### config.mk
export PLATFORM = sky130hd
export DESIGN_NAME = wb_ram_bridge
export DESIGN_NICKNAME = d
export VERILOG_FILES = /design/src/rtl/wb_ram_bridge.sv
export SDC_FILE = /design/constraint.sdc
export NUM_CORES = 1
export LEC_CHECK = 0
export ABC_AREA = 1
export CAP_MARGIN = 20
export CORE_UTILIZATION = 41
export DETAILED_ROUTE_END_ITERATION = 8
export PLACE_DENSITY = 0.86
export SLEW_MARGIN = 20
export SYNTH_ARGS = -nofsm -noshare
export SYNTH_HDL_FRONTEND = slang
export SYNTH_SLANG_ARGS = --single-unit
### constraint.sdc
create_clock -name clk_i -period 1.85 [get_ports clk_i]
set_clock_uncertainty 0.15 [all_clocks]
set_input_delay 0.555 -clock clk_i [delete_from_list [all_inputs] [get_ports clk_i]]
set_output_delay 0.555 -clock clk_i [all_outputs]
set_load 0.02 [all_outputs]
### src/rtl/wb_ram_bridge.sv
// Wishbone classic slave driving a single-port synchronous RAM, with RMW for partial writes.
// Optional WB_RAM_BRIDGE_ERR_EN: refused accesses end with wb_err_o instead of wb_ack_o.
module wb_ram_bridge #(
  parameter logic [31:0] ADDR_LOW  = 32'h0000_0000,
  parameter logic [31:0] ADDR_HIGH = 32'h0000_0fff,
  parameter logic        READ_ONLY = 1'b0
) (
  input  logic        clk_i,
  input  logic        rst_i,
  input  logic        wb_cyc_i,
  input  logic        wb_stb_i,
  input  logic        wb_we_i,
  input  logic [31:0] wb_adr_i,
  input  logic [3:0]  wb_sel_i,
  input  logic [31:0] wb_dat_i,
  output logic [31:0] wb_dat_o,
  output logic        wb_ack_o,
  output logic        wb_err_o,
  output logic [31:0] ram_addr_o,
  output logic [31:0] ram_data_o,
  output logic        ram_wren_o,
  input  logic [31:0] ram_data_i
);

  typedef enum logic [2:0] {
    IDLE,
    RD_ADDR,
    RD_DATA,
    MERGE,
    WR,
    ACK,
    ERR
  } state_t;

  state_t      state_q;
  state_t      state_d;
  logic        we_q;
  logic [3:0]  sel_q;
  logic [31:0] dat_q;
  logic [31:0] merged;
  logic [31:0] word_adr;
  logic        in_range;
  logic        refuse;
  logic        req;
  logic        unused_adr;

  assign word_adr   = {2'b00, wb_adr_i[31:2]};
  assign unused_adr = ^wb_adr_i[1:0];
  assign in_range   = (word_adr >= ADDR_LOW) &&
                      (word_adr <= ADDR_HIGH);
  assign refuse     = !in_range ||
                      (wb_we_i && READ_ONLY);
  assign req        = wb_cyc_i & wb_stb_i;

  always_comb begin
    state_d = state_q;
    unique case (state_q)
      IDLE: begin
        if (req) begin
          if (refuse) begin
`ifdef WB_RAM_BRIDGE_ERR_EN
            state_d = ERR;
`else
            state_d = ACK;
`endif
          end else if (!wb_we_i) begin
            state_d = RD_ADDR;
          end else if (wb_sel_i == 4'hF ||
                       wb_sel_i == 4'h0) begin
            state_d = WR;
          end else begin
            state_d = RD_ADDR;
          end
        end
      end
      RD_ADDR: begin
        if (!wb_cyc_i)  state_d = IDLE;
        else if (we_q)  state_d = MERGE;
        else            state_d = RD_DATA;
      end
      RD_DATA,
      MERGE,
      WR: begin
        if (!wb_cyc_i) state_d = IDLE;
        else           state_d = ACK;
      end
      ACK,
      ERR: state_d = IDLE;
      default: state_d = IDLE;
    endcase
  end

  always_ff @(posedge clk_i) begin
    if (rst_i) begin
      state_q    <= IDLE;
      we_q       <= 1'b0;
      sel_q      <= 4'h0;
      dat_q      <= 32'h0;
      ram_addr_o <= 32'h0;
      wb_dat_o   <= 32'h0;
    end else begin
      state_q <= state_d;
      if (state_q == IDLE && req) begin
        we_q       <= wb_we_i;
        sel_q      <= wb_sel_i;
        dat_q      <= wb_dat_i;
        ram_addr_o <= word_adr;
`ifndef WB_RAM_BRIDGE_ERR_EN
        if (refuse && !wb_we_i)
          wb_dat_o <= 32'h0;
`endif
      end
      if (state_q == RD_DATA && wb_cyc_i)
        wb_dat_o <= ram_data_i;
    end
  end

  // byte lanes not selected keep the word just read from RAM
  always_comb begin
    merged = ram_data_i;
    for (int n = 0; n < 4; n++) begin
      if (sel_q[n])
        merged[8*n +: 8] = dat_q[8*n +: 8];
    end
  end

  assign ram_data_o = (state_q == MERGE) ? merged : dat_q;
  assign ram_wren_o = wb_cyc_i &
                      (((state_q == WR) && (sel_q != 4'h0)) ||
                       (state_q == MERGE));
  assign wb_ack_o   = (state_q == ACK);
`ifdef WB_RAM_BRIDGE_ERR_EN
  assign wb_err_o   = (state_q == ERR);
`else
  assign wb_err_o   = 1'b0;
`endif

endmodule

# == Yosys cells after proc, flatten, opt, wreduce, memory -nomap -nowiden ==
# Cells that the tools add are included.
# word_totals
regBits,102
inputBits,105
output_inout_bits,99
# classes
magnitude_cmp,2
eq_ne,7
muxes,16
bitwise,2
reduce_logical,16
# op_table
op,n
$mux 32,4
$mux 8,4
$ge 30x1->1 const B,1
$le 30x12->1 const B,1
$mux 3,5
$pmux 3 s3,1
$eq 3x2->1 const B,2
$eq 3x3->1 const B,2
$logic_and 1x1->1,5
$eq 4x4->1 const B,1
$logic_not 4->1,1
$reduce_bool 2->1,2
$reduce_bool 4->1,1
$eq 3x1->1 const B,1
$logic_not 3->1,1
$reduce_or 3->1,1
$and 1x1->1,2
$logic_not 1->1,2
$logic_or 1x1->1,2
$mux 2,1
$ne 2x2->1 const B,1
$reduce_and 2->1,1
$mux 1,1

# == Logic depth before layout (Yosys ltp) ==
# logic_depth
depth_word,7
depth_mapped,8

# == Worst setup path before layout ==
# OpenSTA, ideal clock, no wires.
# synth_path
path_kind,reg2out
startpoint,register state_q[2]
endpoint,output port ram_data_o[0]
t_arrival_ns,1.304
t_required_ns,1.145
setup_slack_ns,-0.159
stages_incl_launch_ff,6
path_buffers,1
path_cell_list,dfxtp_1 -> inv_1 -> nand3_4 -> nor2_4 -> buf_4 -> o21ai_0
# synth_between
elab_chain_len,2
# synth_lines
item,line,rtl
start: declaration,35,state_t state_q;
start signal: assignment,102,state_q <= state_d;
$eq 3x2->1,127,assign ram_data_o = (state_q == MERGE) ? merged : dat_q;
$mux 32,127,
end: declaration,20,"output logic [31:0] ram_data_o,"
# Every way passes these cells.

# == Worst setup path after layout ==
# layout_path
startpoint,register state_q[2]
endpoint,output port ram_data_o[4]
# Same word-level chain as after synthesis.

==> impl_metrics.csv <==
group,metric,value,unit
synth,synth_edf_count,0,
sta,finalHoldViolCount,0,
layout,drive_gt1_share,24.3,%
place,place_congestion,0.812,
outcome,violations,"negative setup slack",
power,p_int,4.25,mW
synth,syn_avg_cell_area,7.67,µm²
worst_setup_path,path_max_fanout,15,
place,hpwl,9600,µm
power,swShare,33.3,%
power,p_leak,3.17,nW
global_routing,overflow,0,
worst_setup_path,cp_slowest_stage_delay,340,ps
worst_setup_path,path_class,"reg2out",
layout,syn_to_final_growth,68.6,%
worst_setup_path,reg2regPathDepth,8,
synth,ys.flop_type,"dfxtp_1",
die,core-area,0.0103,mm²
sta,slew_violations,0,
synth,synth_cell_type_count,26,
sta,setup_viol,33,
layout,antennaDiodeCount,0,
power,power_per_cell_area,872,mW/mm²
synth,yosys.area.top_type_share,47.1,%
global_routing,grt_max_degree,42,
sta,worst_slack,-397,ps
routing,ant_nets,0,
clocking,cts_inserted_buffers,9,
routing,drt_iter0_drc,212,
routing,routed_via_density,4.96,
clocking,cts_buffer_depth,2,
global_routing,grt_pass1_vias,4593,
clocking,cts-root-buf,"clkbuf_8",
synth,yosysSeqAreaShare,47.1,%
clocking,h-tree-depth,3,
sta,rsz0062_at_grt,"true",
worst_setup_path,startpoint_type,"flip-flop",
die,num_rows,37,
routing,drc,0,
worst_setup_path,rr_endpoint,"sel_q[0]",
worst_hold_path,min_path_type,"reg2reg",
synth,async_reset_ff_share,0,%
place,place_worst_setup_slack,-780,ps
die,die_y,105,µm
power,peakVddDrop,0.505,mV
sta,max_freq,445,MHz
global_routing,grt_first_pass_wirelength,21100,µm
worst_hold_path,hold_path_startpoint,"ram_addr_o[0]",
power,clkPwrFrac,23.0,%
clocking,clkTransAtPathRegs,100,ps
routing,routed_wl,13600,µm
synth,yosysMostFrequentCell,"dfxtp_1",
worst_setup_path,crit_path_end_kind,"output port",
clocking,clkLatencyLatePin,360,ps
worst_setup_path,critPathTopFamily,"buffers and inverters",
worst_setup_path,critPathBufInv,3,
synth,ys_top_cells_by_count,"dfxtp_1 (102), a21oi_1 (101), o21ai_0 (100)",
worst_setup_path,startpoint,"state_q[2]",
run,max-cap-violations,0,
global_routing,track_usage,23.7,%
worst_setup_path,ff2ff_setup_slack,150,ps
synth,ys_seq_elements,102,
synth,yosysWarnings,0,
sta,finalCritPeriodShare,121,%
worst_setup_path,slowest_stage,"dfxtp_2",
worst_setup_path,critical_path_required,1140,ps
place,port_buffers,198,
layout,layout.nets,903,
die,die-area,0.0110,mm²
clocking,hold_buffers,0,
worst_setup_path,cp-endpoint,"ram_data_o[4]",
routing,dr_total_vias,4656,
layout,final_core_util,71.1,%
power,power_frac_comb,35.8,%
routing,wl_per_cell,14.5,µm
worst_setup_path,path_depth,7,
worst_setup_path,arrival,1540,ps
power,p_sw,2.12,mW
power,p_seq_share,41.1,%
worst_setup_path,r2r-start,"state_q[0]",
die,initial_core_util,42.2,%
worst_setup_path,path_cells,"inv_2 > nand3_4 > nor2_4 > buf_12 > nand2_1 > o21ai_1 > buf_2",
die,die_x,105,µm
routing,first_pass_iters,4,
synth,syn_inst,565,
sta,min_period,2250,ps
global_routing,grt_antenna_before_repair,0,
clocking,cts_tree,"built",
synth,syn_area,0.00433,mm²
synth,synth_top_area_cell,"dfxtp_1",
clocking,cts_sinks,102,
die,io_pins,204,
synth,synth_area_leaders,"dfxtp_1 (47%), a21oi_1 (12%), o21ai_0 (12%), nand2_1 (6.8%), inv_1 (6.1%)",
outcome,status,"complete, but fails checks",
[worst reg2reg max path, stage by stage (launching register included)]
cell,delay (ps)
dfxtp_2,350
buf_6,140
nor2_4,100
buf_4,120
nand4_4,90
buf_4,190
buf_12,170
o21ai_0,200
a21oi_1,70
[sequential cells by signal, summed over array words and instances, names as in the netlist]
register and cells:
dat_q 32, ram_addr_o 30, sel_q 4, state_q 3
wb_dat_o 32, we_q 1
[stage by stage]
step / hold WS [ps] / cell area [µm²] / power, mW / TNS [ps] / cells
finish: 296 / 7310 / 6.37 / -11370 / 939
detailed placement: 284 / 6760 / 4.89 / -53180 / 911
floorplan: 279 / 4380 / 3.81 / 0 / 567
global route: 317 / 7310 / 6.71 / -14930 / 939
global placement: 280 / 6760 / 4.82 / -48480 / 911
CTS: 298 / 6990 / 6.28 / -13150 / 931
[cells in the final DEF (no fill, tap or decap), drive strengths merged, types with 2 or more instances in the layout]
master,instances
dlygate4sd2,61
a21oi,101
clkdlybuf4s50,88
inv,73
nand3,36
clkinv,2
o21ai,100
conb,3
nand2,80
buf,96
nor2,25
dlymetal6s2s,14
nor3,2
clkbuf,14
dfxtp,102
[power groups by stage]
stage | clock network (mW) | registers, mW | logic (mW)
after floorplan | 0 | 2.83 | 0.984
after global placement | 0 | 2.66 | 2.16
after detailed placement | 0 | 2.67 | 2.21
after CTS | 1.50 | 2.62 | 2.17
after global routing | 1.59 | 2.65 | 2.46
final | 1.47 | 2.62 | 2.28
[area by class of cell]
type                            instances  area (µm²)
Clock buffer                           12         155
Clock inverter                          4        55.1
Fill cell                             814        2970
Inverter                               73         277
Multi-Input combinational cell        351        1990
Sequential cell                       102        2050
Tap cell                              136         170
Timing Repair Buffer                  261        2620
[per-layer routing]
layer / wire length [µm] / GRT usage [%] / vias to the layer above
met5: 0 / 0 / -
met4: 245 / 8.15 / 0
met3: 831 / 5.18 / 24
met2: 7140 / 43.1 / 152
met1: 5350 / 27.2 / 2177
li1: - / - / 2303
[how the worst min path moves through the flow]
stage	endpoint	cells after the start
6_report	ram_addr_o[0]	2
5_1_grt	ram_addr_o[20]	2
4_1_cts	ram_addr_o[5]	2
3_5_place_dp	ram_addr_o[7]	2
3_3_place_gp	ram_addr_o[17]	2
2_1_floorplan	dat_q[27]	2
[what timing repair did]
item / 4_1_cts / 5_1_grt
endpoints found under the setup margin: 99 / 89
cloned: 1 / 3
pin swaps: 4 / 28
buffers inserted: 3 / 6
gates resized for setup: 260 / 69
[cell families (layout without fill, tap and decap cells)]
group | Yosys count | count (layout) | share of synthesized area, %
AOI/OAI and AO/OA | 204 | 204 | 23.8
buffers and inverters | 114 | 350 | 12.9
other | 1 | 3 | 0.0865
DFF | 102 | 102 | 47.1
and+or+nand+nor | 144 | 144 | 16.1
(Power assumes the default switching activity.)
